## config.mk

```make
export PLATFORM = sky130hd
export DESIGN_NAME = mem_lsu_ctrl_flat
export DESIGN_NICKNAME = d
export VERILOG_FILES = /design/src/rtl/mem_lsu_ctrl_if.sv /design/src/rtl/mem_lsu_ctrl.sv /design/src/flat_wrapper.sv
export SDC_FILE = /design/constraint.sdc
export NUM_CORES = 1
export LEC_CHECK = 0
export CAP_MARGIN = 20
export CORE_MARGIN = 5
export CORE_UTILIZATION = 35
export DETAILED_ROUTE_END_ITERATION = 8
export MAX_ROUTING_LAYER = met4
export PLACE_DENSITY = 0.65
export REMOVE_ABC_BUFFERS = 1
export SYNTH_ARGS = -nofsm -noshare
export SYNTH_HDL_FRONTEND = slang
export SYNTH_SLANG_ARGS = --single-unit
```

## constraint.sdc

```tcl
create_clock -name clk -period 2.52 [get_ports clk]
set_input_delay 0.504 -clock clk [delete_from_list [all_inputs] [get_ports clk]]
set_output_delay 0.504 -clock clk [all_outputs]
set_load 0.1 [all_outputs]
```

## src/rtl/mem_lsu_ctrl_if.sv

```systemverilog
// Core-side request/response bundle for the load/store controller.
// The master drives requests and consumes responses; the slave is the controller.
interface mem_lsu_ctrl_if #(
    parameter int unsigned DW = 64,
    parameter int unsigned AW = 27
);
    logic          req_valid;
    logic          req_ready;
    logic          req_wr;
    logic [1:0]    req_size;
    logic          req_signed;
    logic [AW+2:0] req_addr;
    logic [DW-1:0] req_wdata;
    logic          rsp_valid;
    logic          rsp_err;
    logic [DW-1:0] rsp_rdata;

    modport master (
        output req_valid, req_wr, req_size, req_signed, req_addr, req_wdata,
        input  req_ready, rsp_valid, rsp_err, rsp_rdata
    );

    modport slave (
        input  req_valid, req_wr, req_size, req_signed, req_addr, req_wdata,
        output req_ready, rsp_valid, rsp_err, rsp_rdata
    );
endinterface

```

## src/rtl/mem_lsu_ctrl.sv

```systemverilog
// Single-outstanding load/store controller for a 4-lane 64-bit RAM
// (lane1 = byte0, lane2 = byte1, lane3 = bytes2-3, lane4 = bytes4-7).
module mem_lsu_ctrl #(
    parameter int unsigned DW = 64,
    parameter int unsigned AW = 27
) (
    input  logic           clk,
    input  logic           rst_n,
    mem_lsu_ctrl_if.slave  req_if,
    output logic           ram1_en,
    output logic           ram2_en,
    output logic           ram3_en,
    output logic           ram4_en,
    output logic [AW-1:0]  ram_addr,
    output logic           ram_wr_en,
    output logic [DW-1:0]  ram_wdata,
    input  logic [DW-1:0]  ram_rdata
);

    typedef enum logic [1:0] {IDLE, RD, WR, RSP} state_e;

    state_e        state_q, state_d;
    logic [1:0]    size_q, size_d;
    logic          signed_q, signed_d;
    logic [2:0]    off_q, off_d;
    logic          wr_q, wr_d;
    logic [DW-1:0] shifted_q, shifted_d;
    logic [DW-1:0] mask_q, mask_d;
    logic [3:0]    lanes_q, lanes_d;
    logic          rsp_valid_q, rsp_valid_d;
    logic          rsp_err_q, rsp_err_d;
    logic [DW-1:0] rsp_rdata_q, rsp_rdata_d;
    logic [3:0]    ram_en_q, ram_en_d;
    logic [AW-1:0] ram_addr_q, ram_addr_d;
    logic          ram_wr_en_q, ram_wr_en_d;
    logic [DW-1:0] ram_wdata_q, ram_wdata_d;

    logic [2:0]    acc_off;
    logic [5:0]    acc_sh;
    logic          acc_misal;
    logic          acc_rmw;
    logic [3:0]    acc_lanes;
    logic [DW-1:0] acc_mask;
    logic [DW-1:0] rd_sh;
    logic [DW-1:0] ld_ext;

    assign acc_off = req_if.req_addr[2:0];
    assign acc_sh  = {acc_off, 3'b000};
    assign rd_sh   = ram_rdata >> {off_q, 3'b000};

    // Request decode: alignment, covering lanes, byte mask and RMW need.
    always_comb begin
        acc_misal = 1'b0;
        acc_rmw   = 1'b0;
        acc_lanes = 4'b0000;
        acc_mask  = '0;
        unique case (req_if.req_size)
            2'd0: begin
                acc_mask = DW'(64'hFF);
                acc_rmw  = (acc_off[2:1] != 2'b00);
                if (acc_off == 3'd0)      acc_lanes = 4'b0001;
                else if (acc_off == 3'd1) acc_lanes = 4'b0010;
                else if (!acc_off[2])     acc_lanes = 4'b0100;
                else                      acc_lanes = 4'b1000;
            end
            2'd1: begin
                acc_mask  = DW'(64'hFFFF);
                acc_misal = acc_off[0];
                acc_rmw   = acc_off[2];
                acc_lanes = acc_off[2] ? 4'b1000 : (acc_off[1] ? 4'b0100 : 4'b0011);
            end
            2'd2: begin
                acc_mask  = DW'(64'hFFFF_FFFF);
                acc_misal = (acc_off[1:0] != 2'b00);
                acc_lanes = acc_off[2] ? 4'b1000 : 4'b0111;
            end
            default: begin
                acc_mask  = '1;
                acc_misal = (acc_off != 3'd0);
                acc_lanes = 4'b1111;
            end
        endcase
        acc_mask = acc_mask << acc_sh;
    end

    // Load alignment and extension from the sampled RAM word.
    always_comb begin
        unique case (size_q)
            2'd0:    ld_ext = {{(DW-8){signed_q & rd_sh[7]}},   rd_sh[7:0]};
            2'd1:    ld_ext = {{(DW-16){signed_q & rd_sh[15]}}, rd_sh[15:0]};
            2'd2:    ld_ext = {{(DW-32){signed_q & rd_sh[31]}}, rd_sh[31:0]};
            default: ld_ext = rd_sh;
        endcase
    end

    // Next-state and registered-output logic.
    always_comb begin
        state_d     = state_q;
        size_d      = size_q;
        signed_d    = signed_q;
        off_d       = off_q;
        wr_d        = wr_q;
        shifted_d   = shifted_q;
        mask_d      = mask_q;
        lanes_d     = lanes_q;
        ram_addr_d  = ram_addr_q;
        ram_wdata_d = ram_wdata_q;
        rsp_valid_d = 1'b0;
        rsp_err_d   = 1'b0;
        rsp_rdata_d = '0;
        ram_en_d    = 4'b0000;
        ram_wr_en_d = 1'b0;
        unique case (state_q)
            IDLE: begin
                if (req_if.req_valid) begin
                    size_d     = req_if.req_size;
                    signed_d   = req_if.req_signed;
                    off_d      = acc_off;
                    wr_d       = req_if.req_wr;
                    shifted_d  = req_if.req_wdata << acc_sh;
                    mask_d     = acc_mask;
                    lanes_d    = acc_lanes;
                    ram_addr_d = req_if.req_addr[AW+2:3];
                    if (acc_misal) begin
                        state_d     = RSP;
                        rsp_valid_d = 1'b1;
                        rsp_err_d   = 1'b1;
                    end else if (!req_if.req_wr || acc_rmw) begin
                        state_d = RD;
                    end else begin
                        state_d     = WR;
                        ram_wr_en_d = 1'b1;
                        ram_en_d    = acc_lanes;
                        ram_wdata_d = req_if.req_wdata << acc_sh;
                    end
                end
            end
            RD: begin
                if (wr_q) begin
                    state_d     = WR;
                    ram_wr_en_d = 1'b1;
                    ram_en_d    = lanes_q;
                    ram_wdata_d = (ram_rdata & ~mask_q) | (shifted_q & mask_q);
                end else begin
                    state_d     = RSP;
                    rsp_valid_d = 1'b1;
                    rsp_rdata_d = ld_ext;
                end
            end
            WR: begin
                state_d     = RSP;
                rsp_valid_d = 1'b1;
            end
            default: state_d = IDLE;
        endcase
    end

    always_ff @(posedge clk) begin
        if (!rst_n) begin
            state_q     <= IDLE;
            size_q      <= 2'd0;
            signed_q    <= 1'b0;
            off_q       <= 3'd0;
            wr_q        <= 1'b0;
            shifted_q   <= '0;
            mask_q      <= '0;
            lanes_q     <= 4'b0000;
            rsp_valid_q <= 1'b0;
            rsp_err_q   <= 1'b0;
            rsp_rdata_q <= '0;
            ram_en_q    <= 4'b0000;
            ram_addr_q  <= '0;
            ram_wr_en_q <= 1'b0;
            ram_wdata_q <= '0;
        end else begin
            state_q     <= state_d;
            size_q      <= size_d;
            signed_q    <= signed_d;
            off_q       <= off_d;
            wr_q        <= wr_d;
            shifted_q   <= shifted_d;
            mask_q      <= mask_d;
            lanes_q     <= lanes_d;
            rsp_valid_q <= rsp_valid_d;
            rsp_err_q   <= rsp_err_d;
            rsp_rdata_q <= rsp_rdata_d;
            ram_en_q    <= ram_en_d;
            ram_addr_q  <= ram_addr_d;
            ram_wr_en_q <= ram_wr_en_d;
            ram_wdata_q <= ram_wdata_d;
        end
    end

    assign req_if.req_ready = (state_q == IDLE) & rst_n;
    assign req_if.rsp_valid = rsp_valid_q;
    assign req_if.rsp_err   = rsp_err_q;
    assign req_if.rsp_rdata = rsp_rdata_q;
    assign ram1_en          = ram_en_q[0];
    assign ram2_en          = ram_en_q[1];
    assign ram3_en          = ram_en_q[2];
    assign ram4_en          = ram_en_q[3];
    assign ram_addr         = ram_addr_q;
    assign ram_wr_en        = ram_wr_en_q;
    assign ram_wdata        = ram_wdata_q;

endmodule
```

## src/flat_wrapper.sv

```systemverilog
// flat-port wrapper written by rule: the top's interface ports become plain ports
module mem_lsu_ctrl_flat 
#(
    parameter int unsigned DW = 64,
    parameter int unsigned AW = 27
)
  (clk, rst_n, ram1_en, ram2_en, ram3_en, ram4_en, ram_addr, ram_wr_en, ram_wdata, ram_rdata, req_if_req_valid, req_if_req_wr, req_if_req_size, req_if_req_signed, req_if_req_addr, req_if_req_wdata, req_if_req_ready, req_if_rsp_valid, req_if_rsp_err, req_if_rsp_rdata);
  mem_lsu_ctrl_if #(.DW(DW), .AW(AW)) req_if_i ();
  input  logic clk;
  input  logic rst_n;
  output logic ram1_en;
  output logic ram2_en;
  output logic ram3_en;
  output logic ram4_en;
  output logic [AW-1:0] ram_addr;
  output logic ram_wr_en;
  output logic [DW-1:0] ram_wdata;
  input  logic [DW-1:0] ram_rdata;
  input wire logic [$bits(req_if_i.req_valid)-1:0] req_if_req_valid;
  input wire logic [$bits(req_if_i.req_wr)-1:0] req_if_req_wr;
  input wire logic [$bits(req_if_i.req_size)-1:0] req_if_req_size;
  input wire logic [$bits(req_if_i.req_signed)-1:0] req_if_req_signed;
  input wire logic [$bits(req_if_i.req_addr)-1:0] req_if_req_addr;
  input wire logic [$bits(req_if_i.req_wdata)-1:0] req_if_req_wdata;
  output wire logic [$bits(req_if_i.req_ready)-1:0] req_if_req_ready;
  output wire logic [$bits(req_if_i.rsp_valid)-1:0] req_if_rsp_valid;
  output wire logic [$bits(req_if_i.rsp_err)-1:0] req_if_rsp_err;
  output wire logic [$bits(req_if_i.rsp_rdata)-1:0] req_if_rsp_rdata;
  assign req_if_i.req_valid = req_if_req_valid;
  assign req_if_i.req_wr = req_if_req_wr;
  assign req_if_i.req_size = req_if_req_size;
  assign req_if_i.req_signed = req_if_req_signed;
  assign req_if_i.req_addr = req_if_req_addr;
  assign req_if_i.req_wdata = req_if_req_wdata;
  assign req_if_req_ready = req_if_i.req_ready;
  assign req_if_rsp_valid = req_if_i.rsp_valid;
  assign req_if_rsp_err = req_if_i.rsp_err;
  assign req_if_rsp_rdata = req_if_i.rsp_rdata;
  mem_lsu_ctrl #(.DW(DW), .AW(AW)) u_core (.clk(clk), .rst_n(rst_n), .req_if(req_if_i), .ram1_en(ram1_en), .ram2_en(ram2_en), .ram3_en(ram3_en), .ram4_en(ram4_en), .ram_addr(ram_addr), .ram_wr_en(ram_wr_en), .ram_wdata(ram_wdata), .ram_rdata(ram_rdata));
endmodule
```

==> flow_metrics.tcl, run 1 <==
set metrics [dict create \
    status "complete, no violations" \
    fillers 3614 \
    cts_inserted_buffers 30 \
    synth_edf_count 0 \
    nets 2080 \
    dpl.hpwl_mm 40.7 \
    drc 0 \
    grt_first_pass_wirelength_mm 80.8 \
    drt_iter0_drc 1242 \
    rsz0062_at_grt "no" \
    cp_max_fo 10 \
    grt.overflow.total 0 \
    grt_antenna_before_repair 3 \
    period_needed_ns 2.41 \
    grt_pass1_vias 12900 \
    regArea_mm2 0.00495 \
    synth_top_family_by_area "compound AO/OA/AOI/OAI gates" \
    clock-sinks 247 \
    hold_buffers 0 \
    grt_max_degree 121 \
    clock_skew_ns 0.0136 \
    ir_drop_mv 0.855 \
    cts_max_level 1 \
    clock_path_buffers 3 \
    ys_types 56 \
    drt_first_pass_iters 6 \
    dieArea_mm2 0.0423 \
    tritoncts "yes" \
    ant_nets 0 \
    synth-seq-cells 247 \
    drive_gt1_share_pct 23.6 \
    worst_pin_slew_ns 0.871 \
    synth-xor-area-share_pct 0 \
    finalCritPeriodShare_pct 95.5 \
    routed_wl_mm 55.7 \
    port_buffers 327 \
    die_y_um 206 \
    areaGrowthSynthToFinish_pct 36.7 \
    hold_class "input port to flop" \
    cts_root_buf "clkbuf_16" \
    leakage_nw 6.97 \
    final_cell_mix "buf_4, dfxtp_1, nand2_1, a21oi_1, clkdlybuf4s50_1" \
    total_power_mw 19.7 \
    synth_compound_area_share_pct 22.1 \
    synthFlopType "dfxtp_1" \
    critPathKind "flop to output pin" \
    syn_area_mm2 0.0134 \
    cts_setup_buffers 0 \
    fmax_mhz 416 \
    synth_async_sr_flop_share_pct 0 \
    synthSimpleGateAreaFrac_pct 16.8 \
    yosysWarnings 0 \
    required_ns 2.02 \
    synthAdderAreaFrac_pct 0.373 \
    die_x_um 206 \
    hold_violations 0 \
    cp.arrival_ns 1.90 \
    io_pins 328 \
    vias 13600 \
    postSynthCellCount 1597 \
    start_util_pct 35.5 \
    clk_pin_slew_worst_paths_ns 0.05 \
    hold_ws_ns 0.424 \
    seq_area_frac_synth_pct 36.9 \
    multi_input_area_mm2 0.00777 \
    cts_resized 0 \
    startpoint_type "flop" \
    place.gp.congestion 0.950 \
    slew_viol_final 0 \
    grt_usage_pct 25.5 \
    viasPerCell 5.57 \
    final_common_cell "buf_4" \
    fp.coreArea_mm2 0.0378 \
    clock_latency_ns 0.58 \
    relSlewSlack_pct 41.9 \
    wl_per_cell_um 22.8 \
    drv_cap 0 \
    syn_avg_cell_area_um2 8.40 \
    cp-end-kind "output pin" \
    muxShareOfSynthArea_pct 18.4 \
    p_per_area_mw_per_mm2 1070 \
    rows 71 \
    setup_viol 0 \
]
power by group:
part	internal [mW]	switching (mW)	leakage (nW)
logic	2.85	7.27	4.48
registers	4.64	0.553	2.01
clock network	2.58	1.76	0.469
synthesized netlist by cell type, drive strengths merged (3+ instances only):
| library cell | instances | share of area [%] |
|---|---|---|
| a2111oi | 3 | 0.20 |
| a211o | 4 | 0.26 |
| a211oi | 43 | 2.4 |
| a21o | 3 | 0.17 |
| a21oi | 196 | 7.6 |
| a221o | 3 | 0.22 |
| a22oi | 29 | 1.6 |
| a2bb2oi | 4 | 0.26 |
| a311oi | 3 | 0.20 |
| a32oi | 4 | 0.26 |
| and2 | 10 | 0.47 |
| buf | 52 | 2.0 |
| clkbuf | 108 | 3.0 |
| dfxtp | 247 | 37 |
| ha | 4 | 0.37 |
| inv | 15 | 0.42 |
| mux2 | 66 | 5.5 |
| mux2i | 107 | 8.0 |
| mux4 | 29 | 4.9 |
| nand2 | 239 | 6.7 |
| nand2b | 35 | 1.6 |
| nand3 | 24 | 0.90 |
| nor2 | 93 | 2.6 |
| nor2b | 43 | 2.0 |
| nor3 | 35 | 1.3 |
| nor4 | 3 | 0.14 |
| o211a | 5 | 0.37 |
| o211ai | 8 | 0.45 |
| o21a | 5 | 0.28 |
| o21ai | 50 | 1.9 |
| o221a | 7 | 0.59 |
| o22ai | 48 | 2.2 |
| o31a | 9 | 0.65 |
| o31ai | 11 | 0.62 |
| o32ai | 13 | 0.85 |
| o41ai | 3 | 0.20 |
| or2 | 6 | 0.28 |
| or3 | 14 | 0.65 |
per-layer routing:
layer / up-vias / GRT usage, % / part of all wire, %
li1: 6367 / - / -
met1: 6480 / 34.3 / 42
met2: 665 / 38.7 / 45
met3: 114 / 4.74 / 8.8
met4: 0 / 9.19 / 3.7
met5: - / - / 0
flip-flops by register name, indices dropped and copies added, names as in the netlist:
signal	count
u_core.ram_wr_en	1
u_core.state_q	2
u_core.size_q	2
u_core.signed_q	1
u_core.req_if.rsp_rdata	64
u_core.req_if.rsp_valid	1
u_core.ram_en_q	4
u_core.shifted_q	64
u_core.ram_wdata	64
u_core.off_q	3
u_core.mask_q	8
u_core.req_if.rsp_err	1
u_core.wr_q	1
u_core.ram_addr	27
u_core.lanes_q	4
worst paths after layout:
path | startpoint | endpoint | slack, ns | cells past startpoint
max reg2reg | u_core.state_q[0]$_SDFFE_PN0P_ | u_core.ram_wdata[24]$_SDFFE_PN0P_ | 0.26 | 8
max | u_core.state_q[0]$_SDFFE_PN0P_ | req_if_req_ready | 0.11 | 4
min | rst_n | u_core.state_q[0]$_SDFFE_PN0P_ | 0.42 | 2
min reg2reg | u_core.ram_addr[21]$_SDFFE_PN0P_ | u_core.ram_addr[21]$_SDFFE_PN0P_ | 0.45 | 2
layout make-up:
cell class / count / share of cell area (%)
Multi-Input combinational cell: 1173 / 42.4
Sequential cell: 247 / 27.0
Timing Repair Buffer: 442 / 21.4
Clock buffer: 40 / 4.46
Tap cell: 511 / 3.49
Clock inverter: 12 / 0.860
Inverter: 17 / 0.362
Antenna cell: 3 / 0.0410
logic make-up after synthesis:
group                      Yosys count
AOI/OAI and AO/OA                  463
muxes                              202
buffers and inverters              177
adders and majority gates            4
DFF                                247
and+or+nand+nor                    504
metrics by stage:
stage / cells / setup TNS, ns / worst slack, ns / cell area (um^2) / util (%)
after floorplan: 1437 / -356.51 / -3.34 / 12700 / -
after detailed placement: 2390 / -1.74 / -0.103 / 17300 / 45.9
after CTS: 2442 / 0 / 0.0859 / 18300 / 48.5
after global routing: 2445 / 0 / 0.0115 / 18300 / 48.6
after global placement: 2389 / -1.16 / -0.0870 / 17300 / 45.9
final: 2445 / 0 / 0.114 / 18300 / 48.6
worst max-delay path, stage by stage (launching register included):
cell,delay (ns)
dfxtp_1,0.37
inv_1,0.11
ha_1,0.41
and2_1,0.25
buf_12,0.19
Note: power is estimated with default switching activity, not from simulation.
==> inputs of run 2 (changes only) <==
--- a/config.mk
+++ b/config.mk
@@ -12,6 +12,7 @@
 export MAX_ROUTING_LAYER = met4
 export PLACE_DENSITY = 0.65
 export REMOVE_ABC_BUFFERS = 1
+export SLEW_MARGIN = 15
 export SYNTH_ARGS = -nofsm -noshare
 export SYNTH_HDL_FRONTEND = slang
 export SYNTH_SLANG_ARGS = --single-unit
==> flow_metrics.tcl, run 2 (synthesis results as in run 1) <==
set metrics [dict create \
    use_met3_pct 5.06 \
    fmax_mhz 419 \
    drt_first_pass_iters 5 \
    cpPeakStageDelay_ns 0.40 \
    critPathKind "flop to output pin" \
    rsz0062_at_grt "no" \
    period_needed_ns 2.38 \
    drive_gt1_share_pct 23.7 \
    grt_first_pass_wirelength_mm 80.8 \
    ant_nets 0 \
    routed_wl_mm 55.6 \
    drv_cap 0 \
    clock_skew_ns 0.0114 \
    hold_ws_ns 0.427 \
    cts_max_level 1 \
    die_y_um 206 \
    io_pins 328 \
    cts_setup_buffers 0 \
    fp.coreArea_mm2 0.0378 \
    clock-sinks 247 \
    start_util_pct 35.5 \
    placed_cells 2390 \
    fillers 3647 \
    total_power_mw 19.9 \
    required_ns 2.02 \
    stdcell_count 2450 \
    final_cell_mix "buf_4, dfxtp_1, nand2_1, a21oi_1, clkdlybuf4s50_1" \
    place.gp.congestion 0.950 \
    critPathTopFamily "adder cells" \
    grt_util_met2_pct 38.7 \
    port_buffers 327 \
    final_common_cell "buf_4" \
    finalCritPeriodShare_pct 94.6 \
    hold_class "input port to flop" \
    tritoncts "yes" \
    slew_viol_final 0 \
    postLayoutCellArea_mm2 0.0184 \
    startpoint_type "flop" \
    power.internal_mw 10.3 \
    cts_inserted_buffers 30 \
    cp-end-kind "output pin" \
    top_usage_layer "met2" \
    areaGrowthSynthToFinish_pct 37.2 \
    status "complete, no violations" \
    grt_max_degree 121 \
    slowest_stage "ha_1" \
    viasPerCell 5.57 \
    cp.arrival_ns 1.88 \
    nets 2080 \
    power.switching_mw 9.56 \
    clk_pin_slew_worst_paths_ns 0.05 \
    dpl.hpwl_mm 40.7 \
    rows 71 \
    grt_pass1_vias 12900 \
    ir_drop_mv 0.932 \
    hold_buffers 0 \
    ff2ff_setup_slack_ns 0.25 \
    comb_power_share_pct 50.9 \
    cp_max_fo 10 \
    wl_per_cell_um 22.7 \
    die_x_um 206 \
    clock_path_buffers 3 \
    grt_usage_pct 25.6 \
    drt_iter0_drc 1296 \
    p_per_area_mw_per_mm2 1080 \
    drc 0 \
    seqPwrFrac_pct 26.1 \
    final_util_pct 48.7 \
    path_cells "inv_1 > ha_1 > and2_1 > buf_12" \
    hold_violations 0 \
    relSlewSlack_pct 41.0 \
    setup_viol 0 \
    cts_resized 0 \
    cts_root_buf "clkbuf_16" \
    dieArea_mm2 0.0423 \
    clock_latency_ns 0.56 \
    grt.overflow.total 0 \
    swShare_pct 48.1 \
    leakage_nw 7.00 \
    worst_pin_slew_ns 0.884 \
    grt_util_met1_pct 34.4 \
    placed_area_mm2 0.0173 \
    vias 13700 \
    crit_buf_inv 2 \
    p_clk_share_pct 23.0 \
    grt_antenna_before_repair 4 \
]
-- run 2: power groups by stage --
| stage | Clock, mW | Combinational, mW | Sequential [mW] |
|---|---|---|---|
| floorplan | 0 | 3.20 | 8.88 |
| global placement | 0 | 9.95 | 5.25 |
| detailed placement | 0 | 10.1 | 5.26 |
| CTS | 4.69 | 10.1 | 5.19 |
| global route | 4.85 | 10.6 | 5.26 |
| finish | 4.58 | 10.1 | 5.19 |
-- run 2: metal layers --
layer,part of all wire [%],routed length (um),up-vias
li1,-,-,6382
met1,43,23700,6537
met2,45,25300,637
met3,8.6,4800,101
met4,3.4,1890,0
met5,0,0,-
-- run 2: metrics by stage --
stage          setup slack [ns]  setup TNS (ns)
4_1_cts                  0.0942               0
3_3_place_gp            -0.0870           -1.16
3_5_place_dp            -0.0992           -1.26
2_1_floorplan             -3.34         -356.51
6_report                  0.136               0
5_1_grt                  0.0235               0
-- run 2: cell type report --
| type | count | area, um^2 | share of cell area [%] |
|---|---|---|---|
| Multi-Input combinational cell | 1173 | 7770 | 42.2 |
| Sequential cell | 247 | 4950 | 26.9 |
| Timing Repair Buffer | 442 | 3920 | 21.3 |
| Clock buffer | 41 | 843 | 4.58 |
| Tap cell | 511 | 639 | 3.47 |
| Clock inverter | 12 | 194 | 1.05 |
| Inverter | 17 | 66.3 | 0.360 |
| Antenna cell | 7 | 17.5 | 0.0952 |
-- run 2: worst paths after layout --
kind | start | endpoint | depth (start not counted)
max reg2reg | u_core.state_q[0]$_SDFFE_PN0P_ | u_core.ram_wdata[21]$_SDFFE_PN0P_ | 8
min | rst_n | u_core.state_q[0]$_SDFFE_PN0P_ | 2
min reg2reg | u_core.shifted_q[30]$_SDFFE_PN0P_ | u_core.shifted_q[30]$_SDFFE_PN0P_ | 2
max | u_core.state_q[0]$_SDFFE_PN0P_ | req_if_req_ready | 4
-- run 2: worst register-to-register path, cell delays in order (launching register included) --
cell and delay [ns]:
dfxtp_1 0.37, inv_1 0.11, ha_1 0.40, nor2_1 0.13, nor2_1 0.18, o2111a_1 0.41, buf_12 0.21, nor3_1 0.07
a311oi_1 0.28
